==> config.mk <==
export PLATFORM = sky130hd
export DESIGN_NAME = wide_adder_sequencer_flat
export DESIGN_NICKNAME = d
export VERILOG_FILES = /design/src/rtl/wide_adder_sequencer_if.sv /design/src/rtl/wide_adder_sequencer.sv /design/src/flat_wrapper.sv
export SDC_FILE = /design/constraint.sdc
export NUM_CORES = 1
export LEC_CHECK = 0
export ABC_AREA = 1
export CAP_MARGIN = 40
export CORE_MARGIN = 1.5
export CORE_UTILIZATION = 30
export CTS_BUF_LIST = sky130_fd_sc_hd__clkbuf_16
export CTS_CLUSTER_DIAMETER = 50
export DETAILED_ROUTE_END_ITERATION = 10
export PLACE_DENSITY = 0.6
export SYNTH_ARGS = -nofsm -noshare
export SYNTH_HDL_FRONTEND = slang
export SYNTH_SLANG_ARGS = --single-unit
==> constraint.sdc <==
create_clock -name clk -period 4.08 [get_ports clk]
set_clock_uncertainty 0.2 [all_clocks]
set_input_delay 0.408 -clock clk [delete_from_list [all_inputs] [get_ports clk]]
set_output_delay 0.408 -clock clk [all_outputs]
set_load 0.02 [all_outputs]
==> src/rtl/wide_adder_sequencer_if.sv <==
// Request/result bus between a requesting master and wide_adder_sequencer.
// The master drives operands and start; the sequencer returns status and the registered result.
interface wide_adder_sequencer_if #(
    parameter int unsigned NIBBLES = 4
);
    logic                   start;
    logic                   sub;
    logic                   cin;
    logic [4*NIBBLES-1:0]   a;
    logic [4*NIBBLES-1:0]   b;
    logic                   busy;
    logic                   done;
    logic [4*NIBBLES-1:0]   sum;
    logic                   cout;
    logic                   overflow;

    modport master (
        output start, sub, cin, a, b,
        input  busy, done, sum, cout, overflow
    );

    modport slave (
        input  start, sub, cin, a, b,
        output busy, done, sum, cout, overflow
    );
endinterface

==> src/rtl/wide_adder_sequencer.sv <==
// Multi-cycle 4*NIBBLES-bit add/subtract built around one shared 4-bit full adder.
// Nibbles are processed LSB first, one per clock, with the carry registered between slices.
module wide_adder_sequencer #(
    parameter int unsigned NIBBLES = 4
) (
    input  logic                  clk,
    input  logic                  rst_n,
    wide_adder_sequencer_if.slave bus
);
    localparam int unsigned W  = 4 * NIBBLES;
    localparam int unsigned IW = (NIBBLES > 1) ? $clog2(NIBBLES) : 1;
    localparam logic [IW-1:0] LAST = IW'(NIBBLES - 1);

    localparam logic [1:0] IDLE = 2'd0;
    localparam logic [1:0] RUN  = 2'd1;
    localparam logic [1:0] FIN  = 2'd2;

    logic [1:0]    state_q, state_d;
    logic [IW-1:0] idx_q, idx_d;
    logic          carry_q, carry_d;
    logic [W-1:0]  a_q, a_d;
    logic [W-1:0]  b_q, b_d;
    logic [W-1:0]  sum_q, sum_d;
    logic          cout_q, cout_d;
    logic          ovf_q, ovf_d;

    // Shared 4-bit ripple-carry adder slice
    logic [3:0] add_a;
    logic [3:0] add_b;
    logic [3:0] add_s;
    logic [4:0] add_rc;
    logic       add_c;

    assign add_a = a_q[4*idx_q +: 4];
    assign add_b = b_q[4*idx_q +: 4];

    always_comb begin
        add_rc    = '0;
        add_s     = '0;
        add_rc[0] = carry_q;
        for (int i = 0; i < 4; i++) begin
            add_s[i]    = add_a[i] ^ add_b[i] ^ add_rc[i];
            add_rc[i+1] = (add_a[i] & add_b[i]) | (add_rc[i] & (add_a[i] ^ add_b[i]));
        end
    end

    assign add_c = add_rc[4];

    always_comb begin
        state_d = state_q;
        idx_d   = idx_q;
        carry_d = carry_q;
        a_d     = a_q;
        b_d     = b_q;
        sum_d   = sum_q;
        cout_d  = cout_q;
        ovf_d   = ovf_q;

        unique case (state_q)
            RUN: begin
                sum_d[4*idx_q +: 4] = add_s;
                carry_d             = add_c;
                if (idx_q == LAST) begin
                    state_d = FIN;
                    idx_d   = '0;
                    cout_d  = add_c;
                    // add_s[3] is the MSB of the sum being written on this edge
                    ovf_d   = (a_q[W-1] == b_q[W-1]) && (add_s[3] != a_q[W-1]);
                end else begin
                    idx_d = idx_q + 1'b1;
                end
            end
            default: begin
                // IDLE and FIN both accept; FIN accepting gives back-to-back operation
                if (bus.start) begin
                    state_d = RUN;
                    idx_d   = '0;
                    a_d     = bus.a;
                    b_d     = bus.sub ? ~bus.b : bus.b;
                    carry_d = bus.sub ? 1'b1 : bus.cin;
                end else begin
                    state_d = IDLE;
                end
            end
        endcase
    end

    always_ff @(posedge clk or negedge rst_n) begin
        if (!rst_n) begin
            state_q <= IDLE;
            idx_q   <= '0;
            carry_q <= 1'b0;
            a_q     <= '0;
            b_q     <= '0;
            sum_q   <= '0;
            cout_q  <= 1'b0;
            ovf_q   <= 1'b0;
        end else begin
            state_q <= state_d;
            idx_q   <= idx_d;
            carry_q <= carry_d;
            a_q     <= a_d;
            b_q     <= b_d;
            sum_q   <= sum_d;
            cout_q  <= cout_d;
            ovf_q   <= ovf_d;
        end
    end

    assign bus.busy     = (state_q == RUN);
    assign bus.done     = (state_q == FIN);
    assign bus.sum      = sum_q;
    assign bus.cout     = cout_q;
    assign bus.overflow = ovf_q;

endmodule

==> src/flat_wrapper.sv <==
// flat-port wrapper written by rule: the top's interface ports become plain ports
module wide_adder_sequencer_flat 
#(
    parameter int unsigned NIBBLES = 4
)
  (clk, rst_n, bus_start, bus_sub, bus_cin, bus_a, bus_b, bus_busy, bus_done, bus_sum, bus_cout, bus_overflow);
  wide_adder_sequencer_if #(.NIBBLES(NIBBLES)) bus_i ();
  input  logic clk;
  input  logic rst_n;
  input wire logic [$bits(bus_i.start)-1:0] bus_start;
  input wire logic [$bits(bus_i.sub)-1:0] bus_sub;
  input wire logic [$bits(bus_i.cin)-1:0] bus_cin;
  input wire logic [$bits(bus_i.a)-1:0] bus_a;
  input wire logic [$bits(bus_i.b)-1:0] bus_b;
  output wire logic [$bits(bus_i.busy)-1:0] bus_busy;
  output wire logic [$bits(bus_i.done)-1:0] bus_done;
  output wire logic [$bits(bus_i.sum)-1:0] bus_sum;
  output wire logic [$bits(bus_i.cout)-1:0] bus_cout;
  output wire logic [$bits(bus_i.overflow)-1:0] bus_overflow;
  assign bus_i.start = bus_start;
  assign bus_i.sub = bus_sub;
  assign bus_i.cin = bus_cin;
  assign bus_i.a = bus_a;
  assign bus_i.b = bus_b;
  assign bus_busy = bus_i.busy;
  assign bus_done = bus_i.done;
  assign bus_sum = bus_i.sum;
  assign bus_cout = bus_i.cout;
  assign bus_overflow = bus_i.overflow;
  wide_adder_sequencer #(.NIBBLES(NIBBLES)) u_core (.clk(clk), .rst_n(rst_n), .bus(bus_i));
endmodule
==> summary.txt, run 1 <==
Status
  – Status: complete, no violations

Timing
  – Relative slew slack: 43.25%
  – Final number of hold-violating endpoints: 0
  – Unrepaired setup endpoints after global routing: no
  – Hold Slack: 0.05357 ns
  – Max frequency: 297.9 MHz
  – Final setup viols: 0
  – Fin crit period: 3.357 ns
  – Setup TNS: 0 ns
  – Period utilization: 82.28%
  – Final Slew Violations: 0
  – Worst Max-Slew Pin Slew: 0.8486 ns

Global route
  – Met2 Use GR: 21.67%
  – Largest net degree at the start of global routing: 56
  – Gr busiest metal: met2
  – Met1 usage: 16.90%
  – Number of global-route vias before repair: 2,254
  – Global route overflow: 0
  – Total track usage: 12.94%
  – Global-route wire length before repair: 10,520 microns
  – Antenna violations before repair: 0
  – Met3 GRT Util: 2.843%

Power and ir drop
  – Switch share: 44.86%
  – Gate power share: 52.6%
  – Switching power: 0.001278 W
  – Flop pwr share: 32.8%
  – Maximum VDD drop: 0.2999 mV
  – Clock share of power: 14.6%
  – Power per cell area: 784.3 nW/um^2
  – Static Leakage: 1.837 nW
  – P_int: 0.001571 W

Layout
  – Layout cells sized above 1: 3.902%
  – Post-route cell area: 3633 sq um
  – Final core occ: 39.32%
  – Ant diodes: 0
  – Synthesis-to-layout area growth: 27.09%
  – Number of nets in the layout: 456

Clock network
  – Clock Path Buffers: 2
  – CTS tree: built
  – Root Driver: clkbuf_16
  – Post-CTS Resized: 0
  – CTS clk-pin slew, worst paths: 0.07 ns
  – Clock latency on the worst-skew pair: 0.29 ns
  – CTS Sinks: 55
  – CTS buffer count: 5
  – CTS H-Tree Depth: 2
  – Post-CTS Setup Repair Bufs: 0
  – Hold_buf cts: 0

Critical path
  – Startpoint types: flip-flop
  – CP Max Fanout: 14
  – CP peak stage delay: 0.55 ns
  – Worst path slowest cell: dfrtp_1
  – Worst EP required: 4.07 ns
  – Critical path class: flip-flop to flip-flop
  – CP arrival: 3.34 ns
  – Worst Setup End Kind: flip-flop
  – Cells along the critical path: inv_1 -> nor2_1 -> o21ai_0 -> nand2_1 -> fa_1 -> inv_1 -> fa_1 -> fa_1 -> inv_1 -> fa_1 -> nand2_1 -> nor2_1 -> nand2_1 -> nand2_1

Drt
  – Iter 0 DRT Violations: 98
  – Post-Route WL: 6143 microns
  – Antenna Nets Post-Route: 0
  – Residual DRC: 0
  – Drt wl/cell: 11.40 microns
  – Pre-antenna DRT Iters: 4
  – Via count: 2,319
  – Routed vias/inst: 4.302

Yosys
  – Mapped Area: 2859 sq um
  – Async set-reset flop share out of synthesis: 100.0%
  – Post-Syn Area per Cell: 7.986 sq um
  – Register area share after synthesis: 48.14%
  – Cell variety after synth: 20
  – Net Count, Synth: 405
  – Syn Inst Count: 358
  – Top FF cell, synth: dfrtp_1
  – Synthesis Warnings: 0
  – Post-synth EDFFs: 0
  – FF+latch count, synth: 55

Die
  – Initial Util: 30.94%
  – CORE AREA: 9240 sq um
  – IO Pins: 57
  – Die span in x: 100.6 microns
  – Row Count: 35
  – Die Y: 100.6 microns
  – Die area: 10,120 sq um

Job
  – Max-Cap Viols: 0

Place
  – Post-Place Cell Area: 3493 sq um
  – Placer Congestion: 0.8429
  – I/O Buffers: 56
  – DP Wirelength: 4516 microns

Worst hold path
  – Worst Hold Class: primary input to async pin
-- routing by layer --
metal,vias to the layer above,wire (microns),share of wire [%]
li1,1203,-,-
met2,48,2854,46
met5,-,0,0
met4,0,80,1.3
met1,1061,2954,48
met3,7,253,4.1
-- sequential cells by signal, indices dropped and copies added (netlist names) --
| signal | cells |
|---|---|
| u_core.bus.cout | 1 |
| u_core.b_q | 16 |
| u_core.state_q | 2 |
| u_core.bus.overflow | 1 |
| u_core.carry_q | 1 |
| u_core.a_q | 16 |
| u_core.bus.sum | 16 |
| u_core.idx_q | 2 |
-- power by group through the flow --
stage / sequential [W] / combinational, W / clock [W]
3_5_place_dp: 0.000947 / 0.00151 / 0
6_report: 0.000935 / 0.00150 / 0.000415
2_1_floorplan: 0.000973 / 0.00103 / 0
5_1_grt: 0.000963 / 0.00172 / 0.000448
3_3_place_gp: 0.000945 / 0.00148 / 0
4_1_cts: 0.000939 / 0.00152 / 0.000426
-- Yosys cell counts, types with 2 or more instances --
cell        n  area share [%]
buf_2       6             1.1
buf_4       4             1.1
buf_6       3             1.2
dfrtp_1    55              48
fa_1        4             2.8
ha_1        6             2.6
inv_1      23             3.0
nand2_1   169              22
nand2_4     2            0.79
nand3_1    28             4.9
nand4_1     2            0.44
nor2_1     19             2.5
o211ai_1    6             1.6
o21ai_0    10             1.8
xor2_1     16             4.9
-- through the flow --
step	total power [W]	setup WS, ns	cells
final	0.002850	0.7230	539
after CTS	0.002886	0.7074	539
after detailed placement	0.002456	0.7357	531
after global placement	0.002430	0.8285	531
after floorplan	0.002007	1.149	358
after global routing	0.003130	0.4125	539
-- kinds of logic (layout without fill, tap and decap cells) --
family                     count (synthesis)  after routing  synth area share, %
AOI/OAI and AO/OA                         17             17                3.545
buffers and inverters                     39             91                6.783
and+or+nand+nor                          221            221                31.20
xor gates and xnor gates                  16             16                4.901
DFF                                       55             55                48.14
adders and majority gates                 10             10                5.427
-- critical path: cells and delay by family (launching register included) --
family,cells,cell delay [ns]
fa+ha+maj,4,1.36
simple gates,6,0.59
flops,1,0.55
buf+inv,3,0.44
compound gates,1,0.10
-- cells in the final DEF, fill, tap and decap left out --
cell             synthesis  layout
buf_2                    6       1
buf_4                    4       2
clkbuf_16                0       5
clkdlybuf4s50_1          0      55
clkinv_2                 0       3
dfrtp_1                 55      55
fa_1                     4       4
ha_1                     6       6
inv_1                   23      23
inv_2                    1       1
inv_4                    1       1
nand2_1                169     169
nand2_4                  2       2
nand3_1                 28      28
nand4_1                  2       2
nor2_1                  19      19
nor2_4                   1       1
o211ai_1                 6       6
o21ai_0                 10      10
o22ai_1                  1       1
xor2_1                  16      16
-- final timing paths --
path,cells after the start,slack (ns),start,end
worst max-delay path,14,0.72,u_core.idx_q[1],u_core.bus.sum[15]
worst min-delay path,2,0.05,rst_n,u_core.bus.sum[6]
worst max register to register,14,0.72,u_core.idx_q[1],u_core.bus.sum[15]
worst min register to register,2,0.28,u_core.a_q[2],u_core.a_q[2]
max in group asynchronous,2,3.17,rst_n,u_core.a_q[2]
min in group clk,2,0.28,u_core.a_q[2],u_core.a_q[2]
-- layout make-up --
| class | instances | area (sq um) |
|---|---|---|
| clock buffer | 5 | 125.1 |
| inverter | 25 | 96.34 |
| tap | 129 | 161.4 |
| fill | 988 | 5607 |
| timing repair buffer | 58 | 570.5 |
| sequential | 55 | 1376 |
| clock inverter | 3 | 15.01 |
| multi-input combinational | 264 | 1289 |
Power figures use the tool's default switching activity.
==> run 2: changes to the inputs <==
- PLACE_DENSITY: 0.6 -> 0.62
- clock period: 4.08 -> 3 ns (I/O delays scaled with it)
==> summary.txt, run 2 (same netlist as run 1, synthesis figures left out) <==
Status
  – Status: complete, no violations

Place
  – DP Wirelength: 4743 microns (+5.0%)
  – Post-Place Cell Area: 3546 sq um (+1.5%)
  – I/O Buffers: 56 (unchanged)
  – Placer Congestion: 0.8461 (+0.38%)

Global route
  – Gr busiest metal: met2
  – Met2 Use GR: 22.71% (+1.0 points)
  – Met1 usage: 16.49% (-0.41 points)
  – Total track usage: 13.01% (+0.073 points)
  – Global route overflow: 0 (unchanged)
  – Number of global-route vias before repair: 2,377 (+5.5%)
  – Largest net degree at the start of global routing: 35 (-38%)
  – Antenna violations before repair: 0 (unchanged)
  – Global-route wire length before repair: 10,490 microns (-0.26%)
  – Met3 GRT Util: 2.566% (-0.28 points)

Die
  – IO Pins: 57 (unchanged)
  – Die span in x: 100.6 microns (unchanged)
  – Die Y: 100.6 microns (unchanged)
  – Row Count: 35 (unchanged)
  – Initial Util: 30.94% (unchanged)
  – CORE AREA: 9240 sq um (unchanged)
  – Die area: 10,120 sq um (unchanged)

Clock network
  – Clock latency on the worst-skew pair: 0.29 ns (about the same)
  – CTS clk-pin slew, worst paths: 0.06 ns (about the same)
  – CTS tree: built
  – CTS Sinks: 55 (unchanged)
  – CTS H-Tree Depth: 2 (unchanged)
  – CTS buffer count: 5 (unchanged)
  – Clock Path Buffers: 2 (unchanged)
  – Root Driver: clkbuf_16

Power and ir drop
  – Maximum VDD drop: 0.4754 mV (+58%)
  – Power per cell area: 1100 nW/um^2 (+40%)
  – Tot Pwr: 0.004139 W (+45%)
  – Static Leakage: 1.883 nW (+2.5%)

Critical path
  – Worst EP required: 3.03 ns (-1.04 ns)
  – Worst Setup End Kind: flip-flop
  – Critical path class: flip-flop to flip-flop
  – Reg2reg end: u_core.bus.sum[15]
  – Flop2flop setup slack: 0.08 ns (-0.64 ns)
  – CP Max Fanout: 5 (-9)
  – Reg2reg path depth: 13 (-1)
  – Worst reg2reg startpoint: u_core.idx_q[0]
  – CP arrival: 2.95 ns (-0.39 ns)
  – Startpoint types: flip-flop

Layout
  – Layout cells sized above 1: 9.242% (+5.3 points)
  – Ant diodes: 0 (unchanged)
  – Most common cell after layout, fill and taps aside: nand2_1
  – Number of nets in the layout: 470 (+3.1%)
  – Synthesis-to-layout area growth: 31.64%
  – Post-route cell area: 3764 sq um (+3.6%)
  – Most frequent cells in the layout: nand2_1 (168), clkdlybuf4s50_1 (55), dfrtp_1 (54)

Drt
  – Pre-antenna DRT Iters: 4 (unchanged)
  – Routed vias/inst: 4.358 (+1.3%)
  – Via count: 2,401 (+3.5%)
  – Antenna Nets Post-Route: 0 (unchanged)
  – Iter 0 DRT Violations: 130 (+33%)
  – Residual DRC: 0 (unchanged)
  – Drt wl/cell: 11.40 microns (about the same)
  – Post-Route WL: 6279 microns (+2.2%)

Timing
  – Period utilization: 97.26% (+15 points)
  – Final Slew Violations: 0 (unchanged)
  – Unrepaired setup endpoints after global routing: yes
  – Max frequency: 342.7 MHz (+15%)
  – Final setup viols: 0 (unchanged)
  – Relative slew slack: 40.97% (-2.3 points)
  – Fin crit period: 2.918 ns (-0.4393 ns)
  – Final number of hold-violating endpoints: 0 (unchanged)
  – Hold Slack: 0.2806 ns (+0.2271 ns)
  – Worst Max-Slew Pin Slew: 0.8828 ns (+0.03411 ns)

Worst hold path
  – Hold Crit Start: u_core.bus.sum[0]
  – WHS Path Cells: 2
  – Worst Hold Class: flip-flop to flip-flop
  – Min-Delay Endpoint: u_core.bus.sum[0]

Job
  – Max-Cap Viols: 0 (unchanged)
-- run 2: worst max path at each step --
stage | endpoint | from | cells after the start | slack (ns)
floorplan | u_core.bus.sum[11] | u_core.idx_q[1] | 14 | 0.07
global placement | u_core.bus.sum[15] | u_core.idx_q[0] | 15 | 0.10
detailed placement | u_core.bus.sum[3] | u_core.idx_q[0] | 15 | 0.05
CTS | u_core.bus.overflow | u_core.idx_q[0] | 14 | 0.0002
global route | u_core.bus.overflow | u_core.idx_q[0] | 15 | -0.08
finish | u_core.bus.sum[15] | u_core.idx_q[0] | 13 | 0.08
-- run 2: power by group --
group / switching (W) / leakage, nW / internal, W / total, W
combinational: 0.00137 / 1.11 / 0.000956 / 0.00233
clock: 0.000240 / 0.0669 / 0.000297 / 0.000537
sequential: 0.000215 / 0.703 / 0.00106 / 0.00127
total: 0.00183 / 1.88 / 0.00231 / 0.00414
-- run 2: per-stage QoR --
stage / TNS, ns / setup slack [ns] / instances / util, %
floorplan: 0 / 0.06927 / 358 / -
global placement: 0 / 0.1005 / 538 / 38.38
detailed placement: 0 / 0.04717 / 538 / 38.38
CTS: 0 / 0.0002223 / 545 / 39.88
global route: -0.2127 / -0.07928 / 551 / 40.73
finish: 0 / 0.08230 / 551 / 40.73
-- run 2: area by class of cell --
class,instances,area [sq um]
sequential,55,1378
clock inverter,1,3.754
inverter,25,100.1
tap,129,161.4
multi-input combinational,264,1314
clock buffer,5,125.1
fill,970,5477
timing repair buffer,71,674.4
timing repair inverter,1,7.507
-- run 2: per-layer routing --
metal	share of wire [%]	up-vias
met4	0.97	0
met5	0	-
met3	4.1	7
met2	47	52
met1	48	1110
li1	-	1232
-- run 2: repair_timing --
action	4_1_cts	5_1_grt
setup buffers	0	5
resized for setup	0	19
hold endpoints to repair	24	0
endpoints found under the setup margin	0	5
hold buffers	1	0
-- run 2: worst max-delay path, stage by stage, from the launching register on --
cell	delay [ns]
dfrtp_2	0.44
clkinvlp_4	0.16
o211ai_1	0.20
nand2_1	0.11
fa_2	0.36
inv_2	0.06
fa_2	0.18
fa_2	0.19
inv_2	0.04
fa_2	0.59
nand2_2	0.07
nor2_1	0.12
nand2_1	0.07
nand2_1	0.06
